==> config.mk <==
export PLATFORM = sky130hd
export DESIGN_NAME = ext_unit_pipe
export DESIGN_NICKNAME = d
export VERILOG_FILES = /design/src/rtl/cpu_pkg.sv /design/src/rtl/ext_func.sv /design/src/rtl/ext_unit_pipe.sv
export SDC_FILE = /design/constraint.sdc
export NUM_CORES = 1
export LEC_CHECK = 0
export ABC_AREA = 1
export BUFFER_PORTS_ARGS = -buffer_cell sky130_fd_sc_hd__buf_2
export CORE_MARGIN = 8
export CORE_UTILIZATION = 30
export CTS_BUF_LIST = sky130_fd_sc_hd__clkbuf_8
export DETAILED_ROUTE_END_ITERATION = 6
export PLACE_DENSITY = 0.57
export SYNTH_ARGS = -nofsm -noshare
export SYNTH_HDL_FRONTEND = slang
export SYNTH_HIERARCHICAL = 1
export SYNTH_SLANG_ARGS = --single-unit
export TNS_END_PERCENT = 100
==> constraint.sdc <==
create_clock -name clk -period 1.75 [get_ports clk]
set_input_delay 0.0875 -clock clk [delete_from_list [all_inputs] [get_ports clk]]
set_output_delay 0.0875 -clock clk [all_outputs]
set_load 0.05 [all_outputs]
==> src/rtl/cpu_pkg.sv <==
// cpu_pkg: shared decode-stage definitions for the pipelined CPU
package cpu_pkg;
  localparam logic [1:0] EXT_SIGN   = 2'd0;
  localparam logic [1:0] EXT_ZERO   = 2'd1;
  localparam logic [1:0] EXT_UPPER  = 2'd2;
  localparam logic [1:0] EXT_BRANCH = 2'd3;
endpackage

==> src/rtl/ext_func.sv <==
// ext_func: combinational immediate widening in sign, zero, upper or branch-offset form
module ext_func
  import cpu_pkg::*;
#(
  parameter int IN_W  = 16,
  parameter int OUT_W = 32,
  parameter int SHAMT = 2
) (
  input  logic [IN_W-1:0]  x,
  input  logic [1:0]       mode,
  output logic [OUT_W-1:0] y
);
  logic [OUT_W-1:0] sx;
  assign sx = {{(OUT_W-IN_W){x[IN_W-1]}}, x};
  always_comb begin
    y = mode == EXT_SIGN  ? sx :
        mode == EXT_ZERO  ? {{(OUT_W-IN_W){1'b0}}, x} :
        mode == EXT_UPPER ? {x, {(OUT_W-IN_W){1'b0}}} :
                            sx << SHAMT;
  end
endmodule

==> src/rtl/ext_unit_pipe.sv <==
// ext_unit_pipe: registered immediate extension with valid/ready skid buffer and flush
module ext_unit_pipe #(
  parameter int IN_W  = 16,
  parameter int OUT_W = 32,
  parameter int SHAMT = 2
) (
  input  logic             clk,
  input  logic             reset_n,
  input  logic             i_flush,
  input  logic             i_valid,
  output logic             o_ready,
  input  logic [IN_W-1:0]  i_halfword,
  input  logic [1:0]       i_mode,
  output logic             o_valid,
  input  logic             i_ready,
  output logic [OUT_W-1:0] o_word,
  output logic             o_neg
);
  logic [OUT_W-1:0] f_word, skid_word;
  logic skid_valid, in_xfer, drain, main_take_in, skid_take_in, skid_valid_nxt;
  ext_func #(.IN_W(IN_W), .OUT_W(OUT_W), .SHAMT(SHAMT)) u_ext (
    .x(i_halfword), .mode(i_mode), .y(f_word)
  );
  assign in_xfer        = i_valid & o_ready;
  assign drain          = o_valid & i_ready;
  // a held skid entry always has priority over the input to keep FIFO order
  assign main_take_in   = in_xfer & ~skid_valid & (~o_valid | drain);
  assign skid_take_in   = in_xfer & ~main_take_in;
  assign skid_valid_nxt = skid_take_in | (skid_valid & ~drain);
  assign o_neg          = o_word[OUT_W-1];
  always_ff @(posedge clk or negedge reset_n) begin
    if (!reset_n) begin
      o_valid    <= 1'b0;
      o_word     <= '0;
      skid_valid <= 1'b0;
      skid_word  <= '0;
      o_ready    <= 1'b1;
    end else if (i_flush) begin
      o_valid    <= 1'b0;
      skid_valid <= 1'b0;
      o_ready    <= 1'b1;
    end else begin
      o_valid    <= main_take_in | skid_valid | (o_valid & ~drain);
      skid_valid <= skid_valid_nxt;
      o_ready    <= ~skid_valid_nxt;
      if (drain & skid_valid) o_word <= skid_word;
      else if (main_take_in) o_word <= f_word;
      if (skid_take_in) skid_word <= f_word;
    end
  end
endmodule

==> results of run 1 <==
## per-layer routing
layer / up-vias / track usage (%)
met2: 62 / 18.8
met3: 15 / 3.63
met1: 1348 / 15.8
li1: 1518 / -
met4: 2 / 5.33
met5: - / 0
## kinds of logic after synthesis
group	Yosys count	synth area share, %
DFF	67	49.2
buffers and inverters	84	10.8
AOI/OAI and AO/OA	95	15.7
and+or+nand+nor	198	24.4
## layout make-up
class / count / share of cell area [%]
well taps: 143 / 4.43
flip-flops and latches: 67 / 41.6
clock inverters: 6 / 1.43
repair buffers: 69 / 10.7
multi-input cells: 293 / 33.9
clock buffers: 9 / 3.07
inverters: 53 / 4.93
## tightest hold or removal path, cell delays in order
cell	delay, ns
buf_2	0.09
nand3_1	0.10
o21ai_0	0.09
## cells in the mapped netlist (2+ instances only)
library cell,instances
a21oi_1,37
a21oi_2,10
buf_2,9
buf_4,7
buf_6,2
clkbuf_1,13
dfrtp_1,66
inv_1,51
inv_2,2
nand2_1,105
nand3_1,51
nor2_1,37
o21ai_0,33
o22ai_1,14
## placed cells by master, fill, tap and decap left out, drive strengths merged
cell	instances
dfrtp	66
nand3	52
nand4	1
clkinv	4
nor2	38
inv	53
clkinvlp	1
buf	67
dlygate4sd3	2
dfstp	1
nand2	107
a21oi	47
o21ai	34
o22ai	14
bufinv	1
clkbuf	9
## power by group
part,internal [mW],leakage [nW],switching [mW]
clock network,0.640,0.0946,0.602
logic,0.490,1.30,1.36
registers,2.05,0.799,0.180
## stage by stage
stage / std cells / hold slack, ns / instance area, µm²
global route: 640 / 0.0769 / 4040
global placement: 623 / 0.141 / 3840
finish: 640 / 0.0692 / 4040
detailed placement: 623 / 0.148 / 3840
CTS: 640 / 0.0543 / 4040
floorplan: 444 / -0.208 / 3410
## flip-flops by register name, indices dropped and copies added, names as in the netlist
name        cells
skid_valid      1
o_ready         1
o_valid         1
o_word         32
skid_word      32
## worst paths after layout
check                                  startpoint                     end  slack, ns  depth (start not counted)
max                             o_valid$_DFF_PN0_  o_word[19]$_DFFE_PN0P_       0.31                          5
min                                       i_valid       o_valid$_DFF_PN0_       0.07                          3
max reg2reg                     o_valid$_DFF_PN0_  o_word[19]$_DFFE_PN0P_       0.31                          5
min reg2reg                o_word[22]$_DFFE_PN0P_  o_word[22]$_DFFE_PN0P_       0.50                          2
max in group asynchronous                 reset_n       o_ready$_DFF_PN1_       1.14                          3
min in group asynchronous                 reset_n  o_word[31]$_DFFE_PN0P_       0.30                          3
## what timing repair did
action,CTS,global route
setup endpoints to repair,0,0
hold buffers,2,0
endpoints found under the hold margin,67,0
==> summary.md, run 1 <==
| Metric | Value |
|---|---|
| NumNets Final | `516` |
| Initial Util | `30.3%` |
| Full die area | `15000 µm²` |
| Routed met1 length | `4150 µm` |
| Die Wd | `123 µm` |
| Top_reg_cell synth | `dfrtp_1` |
| Synth top area cells | `dfrtp_1 (48%), nand2_1 (12%), nand3_1 (7.5%), inv_1 (5.6%), a21oi_1 (5.4%)` |
| Fin. max-slew vios | `0` |
| Core Rows | `39` |
| Fin. Hold Viols | `0` |
| Gpl congestion | `0.820` |
| Synthesized area per cell | `7.69 µm²` |
| Multi-input gate area | `1370 µm²` |
| PortBufs | `57` |
| Fmax | `0.697 GHz` |
| Root Driver | `clkbuf_8` |
| Total grt overflow | `0` |
| Final WL | `8850 µm` |
| Routed length per instance | `13.8 µm` |
| Initial antenna violation count | `1` |
| FILL cells | `1179` |
| Unrepaired setup endpoints after global routing | `false` |
| Total GRT Usage | `12.3%` |
| Via density | `4.60` |
| ANT nets after route | `0` |
| Total power | `5.32 mW` |
| I/O pins | `58` |
| Vias in the first global route | `2836` |
| Required @ worst endpoint | `2.04 ns` |
| CP endpoint kind | `register` |
| Crit share post-route | `82.0%` |
| CP bufs+invs | `1` |
| Clk Latency, worst-skew pair | `0.35 ns` |
| DRT Pass-1 Iters | `4` |
| Max stage delay on crit path | `0.44 ns` |
| Share of cells above drive strength 1 | `20.3%` |
| Tmin final | `1.44 ns` |
| Met2 WL | `4100 µm` |
| Area Overhead vs Synth | `18.3%` |
| Synth unique cells | `21` |
| Startpoint Class | `register` |
| Flops & latches, synth | `67` |
| Mapped Cells | `444` |
| Setup ws final | `0.315 ns` |
| Initial DRC Count | `122` |
| Max Clock Skew | `0.00795 ns` |
| DP Wirelength | `6250 µm` |
| Final setup viols | `0` |
| Clk pin slew, worst setup/hold paths | `0.07 ns` |
| Tightest Pin Transition | `0.476 ns` |
| Vias | `2945` |
| Slew HR | `68.2%` |
| Peak VDD IR | `0.559 mV` |
| Yosys warnings | `6` |
| DRC | `0` |
| Max-cap violations | `0` |
| Total CTS buffers | `9` |
| Core area | `11300 µm²` |
| TritonCTS clock tree | `yes` |
| Setup TNS after final layout | `0 ns` |
| Post-CTS setup buffer count | `0` |
| Largest net degree at the start of global routing | `68` |
| Async SR Flop Fraction | `100%` |
| Storage cell area | `1680 µm²` |
| Synth Net Count | `467` |
| Total clock sinks | `67` |
| N_diodes | `0` |
| CP max FO | `30` |
| Synth top area share | `48.4%` |
| Most Frequent Cell on Critical Path | `nand2_1` |
| CTS H-Tree Depth | `3` |
| Hold Crit Class | `input pin to register` |
| Seq/Total Area, Yosys | `49.2%` |
| Final Util | `35.8%` |
| Mapped Area | `3410 µm²` |
| Post-synth EDFFs | `0` |
| Critical path data arrival time | `1.72 ns` |
| Cell taking the most area after synthesis | `dfrtp_1` |
| CTS resizes | `0` |
| CP Class | `register to register` |
| Top Metal Used | `met5` |
| Met3 wire length | `441 µm` |
| CP Cell Sequence | `nand3_2 > buf_12 > o21ai_0 > nand2_1 > nand2_1` |
| Pre-CTS WS | `0.255 ns` |
| Die height | `123 µm` |
| Leakage power | `2.19 nW` |
| CP delay by family, top | `flip-flops` |
| Status | `completed` |
| CTS Buffer Depth | `2` |
| Slowest cell on the critical path | `dfrtp_1` |
| First-pass GRT wire length | `14500 µm` |
| PD cells | `1320 nW/µm²` |
Note: power is estimated with default switching activity, not from simulation.
==> run 2, diff against run 1 <==
- clock period: 1.75 -> 1.4 ns (I/O delays scaled with it)
==> run 2 against run 1 <==
Final area is 6.0% higher. Maximum frequency is 6.2% higher. Utilization is 2.2 points higher. Sequential power is 26% higher. Hold slack worse by 0.0055 ns. Setup slack worse by 0.27 ns. Clock power is 68% higher. Power is 37% higher. Non-clock buffer count is 1 higher. Clock skew is 0.0027 ns higher.
==> summary.md, run 2 (synthesized netlist as in run 1, its figures left out) <==
| Metric | Value |
|---|---|
| Status | `completed` |
| DRC | `0` |
| PortBufs | `57` |
| Die Wd | `123 µm` |
| Total grt overflow | `0` |
| Setup ws final | `0.0480 ns` |
| I/O pins | `58` |
| Slowest cell on the critical path | `dfstp_2` |
| Core Rows | `39` |
| CTS Buffer Depth | `2` |
| Gpl congestion | `0.938` |
| Total clock sinks | `67` |
| Final Util | `38.0%` |
| Required @ worst endpoint | `1.64 ns` |
| Total power | `7.27 mW` |
| Most frequent cells in the layout | `nand2_1 (104), dfrtp_1 (65), buf_2 (57)` |
| N_diodes | `0` |
| Peak VDD IR | `0.540 mV` |
| Critical path data arrival time | `1.60 ns` |
| Tmin final | `1.35 ns` |
| Pre-CTS WS | `0.0623 ns` |
| R2R Setup Slk | `0.05 ns` |
| Area Overhead vs Synth | `25.4%` |
| CP Cell Sequence | `nand2_1 > nor2_2 > nand2_2 > clkbuf_16 > nor2_1 > a21oi_1` |
| Via density | `4.67` |
| NumNets Final | `517` |
| Commonest non-fill, non-tap cell in the layout | `nand2_1` |
| Initial antenna violation count | `0` |
| Fin area | `4280 µm²` |
| Initial Util | `30.3%` |
| Tightest Pin Transition | `0.458 ns` |
| Largest registers | `o_word (32), skid_word (32)` |
| Die height | `123 µm` |
| Vias in the first global route | `2963` |
| Final WL | `8870 µm` |
| Total GRT Usage | `12.1%` |
| Post-CTS setup buffer count | `0` |
| Fin. max-slew vios | `0` |
| DP Wirelength | `6260 µm` |
| Vias | `2995` |
| Full die area | `15000 µm²` |
| TritonCTS clock tree | `yes` |
| Max Clock Skew | `0.0106 ns` |
| Clk pin slew, worst setup/hold paths | `0.07 ns` |
| Fmax | `0.740 GHz` |
| Routed length per instance | `13.8 µm` |
| Startpoint Class | `register` |
| CP endpoint kind | `register` |
| Leakage power | `2.28 nW` |
| Dpl cell area | `3960 µm²` |
| Crit share post-route | `96.6%` |
| Hold Crit Class | `input pin to register` |
| Max-cap violations | `0` |
| Final setup viols | `0` |
| Largest net degree at the start of global routing | `66` |
| PD cells | `1700 nW/µm²` |
| DRT Pass-1 Iters | `6` |
| Setup TNS after final layout | `0 ns` |
| Root Driver | `clkbuf_8` |
| CP Class | `register to register` |
| CTS H-Tree Depth | `3` |
| ANT nets after route | `0` |
| First-pass GRT wire length | `14300 µm` |
| CP max FO | `32` |
| Slew HR | `69.4%` |
| Max stage delay on crit path | `0.54 ns` |
| Total CTS buffers | `9` |
| Unrepaired setup endpoints after global routing | `true` |
| Initial DRC Count | `149` |
| Share of cells above drive strength 1 | `26.1%` |
| Core area | `11300 µm²` |
| Clk Latency, worst-skew pair | `0.35 ns` |
| Fin. Hold Viols | `0` |
run 2: worst paths after layout:
path,start,endpoint,cells after the start
setup / recovery,o_ready$_DFF_PN1_,skid_word[31]$_DFFE_PN0P_,6
setup reg to reg,o_ready$_DFF_PN1_,skid_word[31]$_DFFE_PN0P_,6
hold reg to reg,o_word[8]$_DFFE_PN0P_,o_word[8]$_DFFE_PN0P_,2
min in group asynchronous,reset_n,o_word[27]$_DFFE_PN0P_,2
max in group asynchronous,reset_n,skid_word[26]$_DFFE_PN0P_,3
hold / removal,i_valid,o_valid$_DFF_PN0_,3
run 2: metal layers:
metal  part of all wire (%)  track usage [%]  vias up
li1                       -                -     1523
met1                     49             16.1     1407
met2                     44             17.8       56
met3                    4.0             2.85        9
met4                    2.0             6.55        0
met5                      0                0        -
run 2: layout make-up:
| class | count | area (µm²) |
|---|---|---|
| Fill cell | 1165 | 6990 |
| Inverter | 53 | 199 |
| Sequential cell | 67 | 1680 |
| Clock inverter | 4 | 95.1 |
| Multi-Input combinational cell | 293 | 1480 |
| Clock buffer | 12 | 165 |
| Timing Repair Buffer | 70 | 480 |
| Tap cell | 143 | 179 |
run 2: power breakdown:
group / internal [mW] / switching, mW
clock: 1.33 / 0.754
combinational: 0.650 / 1.73
sequential: 2.56 / 0.243
total: 4.54 / 2.73
run 2: worst max-delay path: cells and delay by family (launching register included):
kind,cells,cell delay (ns)
simple gates,4,0.43
compound gates,1,0.05
buf+inv,1,0.24
flops,1,0.54
run 2: repair_timing:
action,in CTS,in global routing
gates resized for setup,0,7
setup endpoints to repair,0,12
hold buffers,2,0
hold endpoints to repair,68,0
run 2: stage by stage:
step / hold slack [ns] / std cells
final: 0.0637 / 642
after CTS: 0.0428 / 641
after floorplan: -0.226 / 444
after global routing: 0.0664 / 642
after detailed placement: -0.0254 / 623
after global placement: -0.0345 / 623
==> run 3, diff against run 2 <==
- CORE_ASPECT_RATIO: unset -> 1.25
==> run 3 against run 2 <==
Sequential cell count unchanged. Register-to-register slack about the same. Cell count down 1.1%. Final area down 1.3%. Sequential power about the same. Critical path type unchanged.
==> summary.md, run 3 (synthesized netlist as in run 1, its figures left out) <==
| Metric | Value |
|---|---|
| Setup TNS after final layout | `0 ns` |
| Total CTS buffers | `9` |
| Fin. max-slew vios | `0` |
| Gpl congestion | `0.874` |
| Pre-CTS WS | `0.0486 ns` |
| Fin area | `4220 µm²` |
| Clock Power Share | `22.2%` |
| CP max FO | `15` |
| Core Rows | `43` |
| Root Driver | `clkbuf_8` |
| Clk pin slew, worst setup/hold paths | `0.07 ns` |
| Final WL | `9050 µm` |
| Internal power | `3.99 mW` |
| Initial DRC Count | `115` |
| Setup ws final | `0.0545 ns` |
| Met3 GRT Util | `3.10%` |
| Startpoint Class | `register` |
| P_sw | `2.70 mW` |
| I/O pins | `58` |
| Vias | `3062` |
| Core area | `11100 µm²` |
| Via density | `4.82` |
| NumNets Final | `519` |
| Dpl cell area | `3950 µm²` |
| Total GRT Usage | `11.6%` |
| Met2 Use GR | `17.0%` |
| Hold Crit Class | `input pin to register` |
| Busiest layer in global routing | `met2` |
| Leakage power | `2.28 nW` |
| ANT nets after route | `0` |
| Routed length per instance | `14.2 µm` |
| Crit share post-route | `96.1%` |
| Peak VDD IR | `0.535 mV` |
| Slew HR | `68.4%` |
| Share of cells above drive strength 1 | `25.0%` |
| Fin. Hold Viols | `0` |
| Max Clock Skew | `0.00535 ns` |
| Tightest Pin Transition | `0.473 ns` |
| PD cells | `1580 nW/µm²` |
| WHS | `0.0618 ns` |
| Full die area | `15100 µm²` |
| CP endpoint kind | `register` |
| Vias in the first global route | `2927` |
| Total grt overflow | `0` |
| TritonCTS clock tree | `yes` |
| Met1 GRT Util | `15.6%` |
| Area Overhead vs Synth | `23.7%` |
| DRT Pass-1 Iters | `4` |
| CTS H-Tree Depth | `3` |
| Largest net degree at the start of global routing | `65` |
| Fmax | `0.743 GHz` |
| N_diodes | `0` |
| Clk Latency, worst-skew pair | `0.34 ns` |
| PortBufs | `57` |
| First-pass GRT wire length | `14400 µm` |
| Post-CTS setup buffer count | `0` |
| Initial antenna violation count | `0` |
| Commonest non-fill, non-tap cell in the layout | `nand2_1` |
| Max-cap violations | `0` |
| DRC | `0` |
| CTS Buffer Depth | `2` |
| Tmin final | `1.35 ns` |
| Sequential share of power | `42.0%` |
| Largest registers | `o_word (32), skid_word (32)` |
| Switching share of total power | `40.3%` |
| Status | `completed` |
| FILL cells | `1181` |
| Die height | `135 µm` |
| Initial Util | `30.8%` |
| Most frequent cells in the layout | `nand2_1 (103), dfrtp_1 (65), buf_2 (57)` |
| Critical path data arrival time | `1.58 ns` |
| Total clock sinks | `67` |
| DP Wirelength | `6000 µm` |
| Final setup viols | `0` |
| Required @ worst endpoint | `1.63 ns` |
| CP Class | `register to register` |
| Comb power frac | `35.8%` |
| Die Wd | `111 µm` |
## run 3: final timing paths
kind | start | endpoint | slack, ns | cells past startpoint
worst min register to register | o_word[15]$_DFFE_PN0P_ | o_word[15]$_DFFE_PN0P_ | 0.50 | 2
max in group asynchronous | reset_n | skid_word[19]$_DFFE_PN0P_ | 0.64 | 3
worst max register to register | o_ready$_DFF_PN1_ | skid_word[8]$_DFFE_PN0P_ | 0.05 | 6
min in group asynchronous | reset_n | o_word[5]$_DFFE_PN0P_ | 0.16 | 2
worst min-delay path | i_valid | o_valid$_DFF_PN0_ | 0.06 | 3
worst max-delay path | o_ready$_DFF_PN1_ | skid_word[8]$_DFFE_PN0P_ | 0.05 | 6
## run 3: timing repair
item / in CTS / in global routing
endpoints found under the setup margin: 0 / 53
hold endpoints to repair: 60 / 0
resized for setup: 0 / 4
hold buffers: 2 / 0
## run 3: through the flow
stage	instances	utilization, %	total power, mW
final	635	38.1	6.69
after global routing	635	38.1	7.13
after CTS	632	37.4	6.76
after detailed placement	615	35.6	5.24
after global placement	615	35.6	5.18
after floorplan	444	-	4.64
## run 3: area by class of cell
class | instances | area [µm²] | share of cell area [%]
Tap cell | 135 | 169 | 4.00
Timing Repair Buffer | 72 | 517 | 12.2
Inverter | 53 | 199 | 4.71
Clock buffer | 12 | 165 | 3.91
Sequential cell | 67 | 1680 | 39.8
Clock inverter | 3 | 13.8 | 0.326
Multi-Input combinational cell | 293 | 1480 | 35.1
## run 3: power groups by stage
stage                     combinational [mW]  clock (mW)  sequential, mW
final                                   2.40        1.48            2.81
after global routing                    2.62        1.63            2.88
after CTS                               2.39        1.55            2.82
after detailed placement                2.38           0            2.86
after global placement                  2.35           0            2.83
after floorplan                        0.971           0            3.67
## run 3: layer usage
layer | wire length (µm) | vias up | share of wire (%)
li1 | - | 1524 | -
met1 | 4470 | 1444 | 49
met2 | 4020 | 84 | 44
met3 | 432 | 10 | 4.8
met4 | 128 | 0 | 1.4
met5 | 0 | - | 0
## run 3: worst max-delay path, stage by stage, from the launching register on
cell and delay [ns]:
dfstp_2 0.54, nand2_1 0.09, nor2_4 0.14, nand2_4 0.12
clkbuf_16 0.20, nor2_1 0.10, a21oi_1 0.05
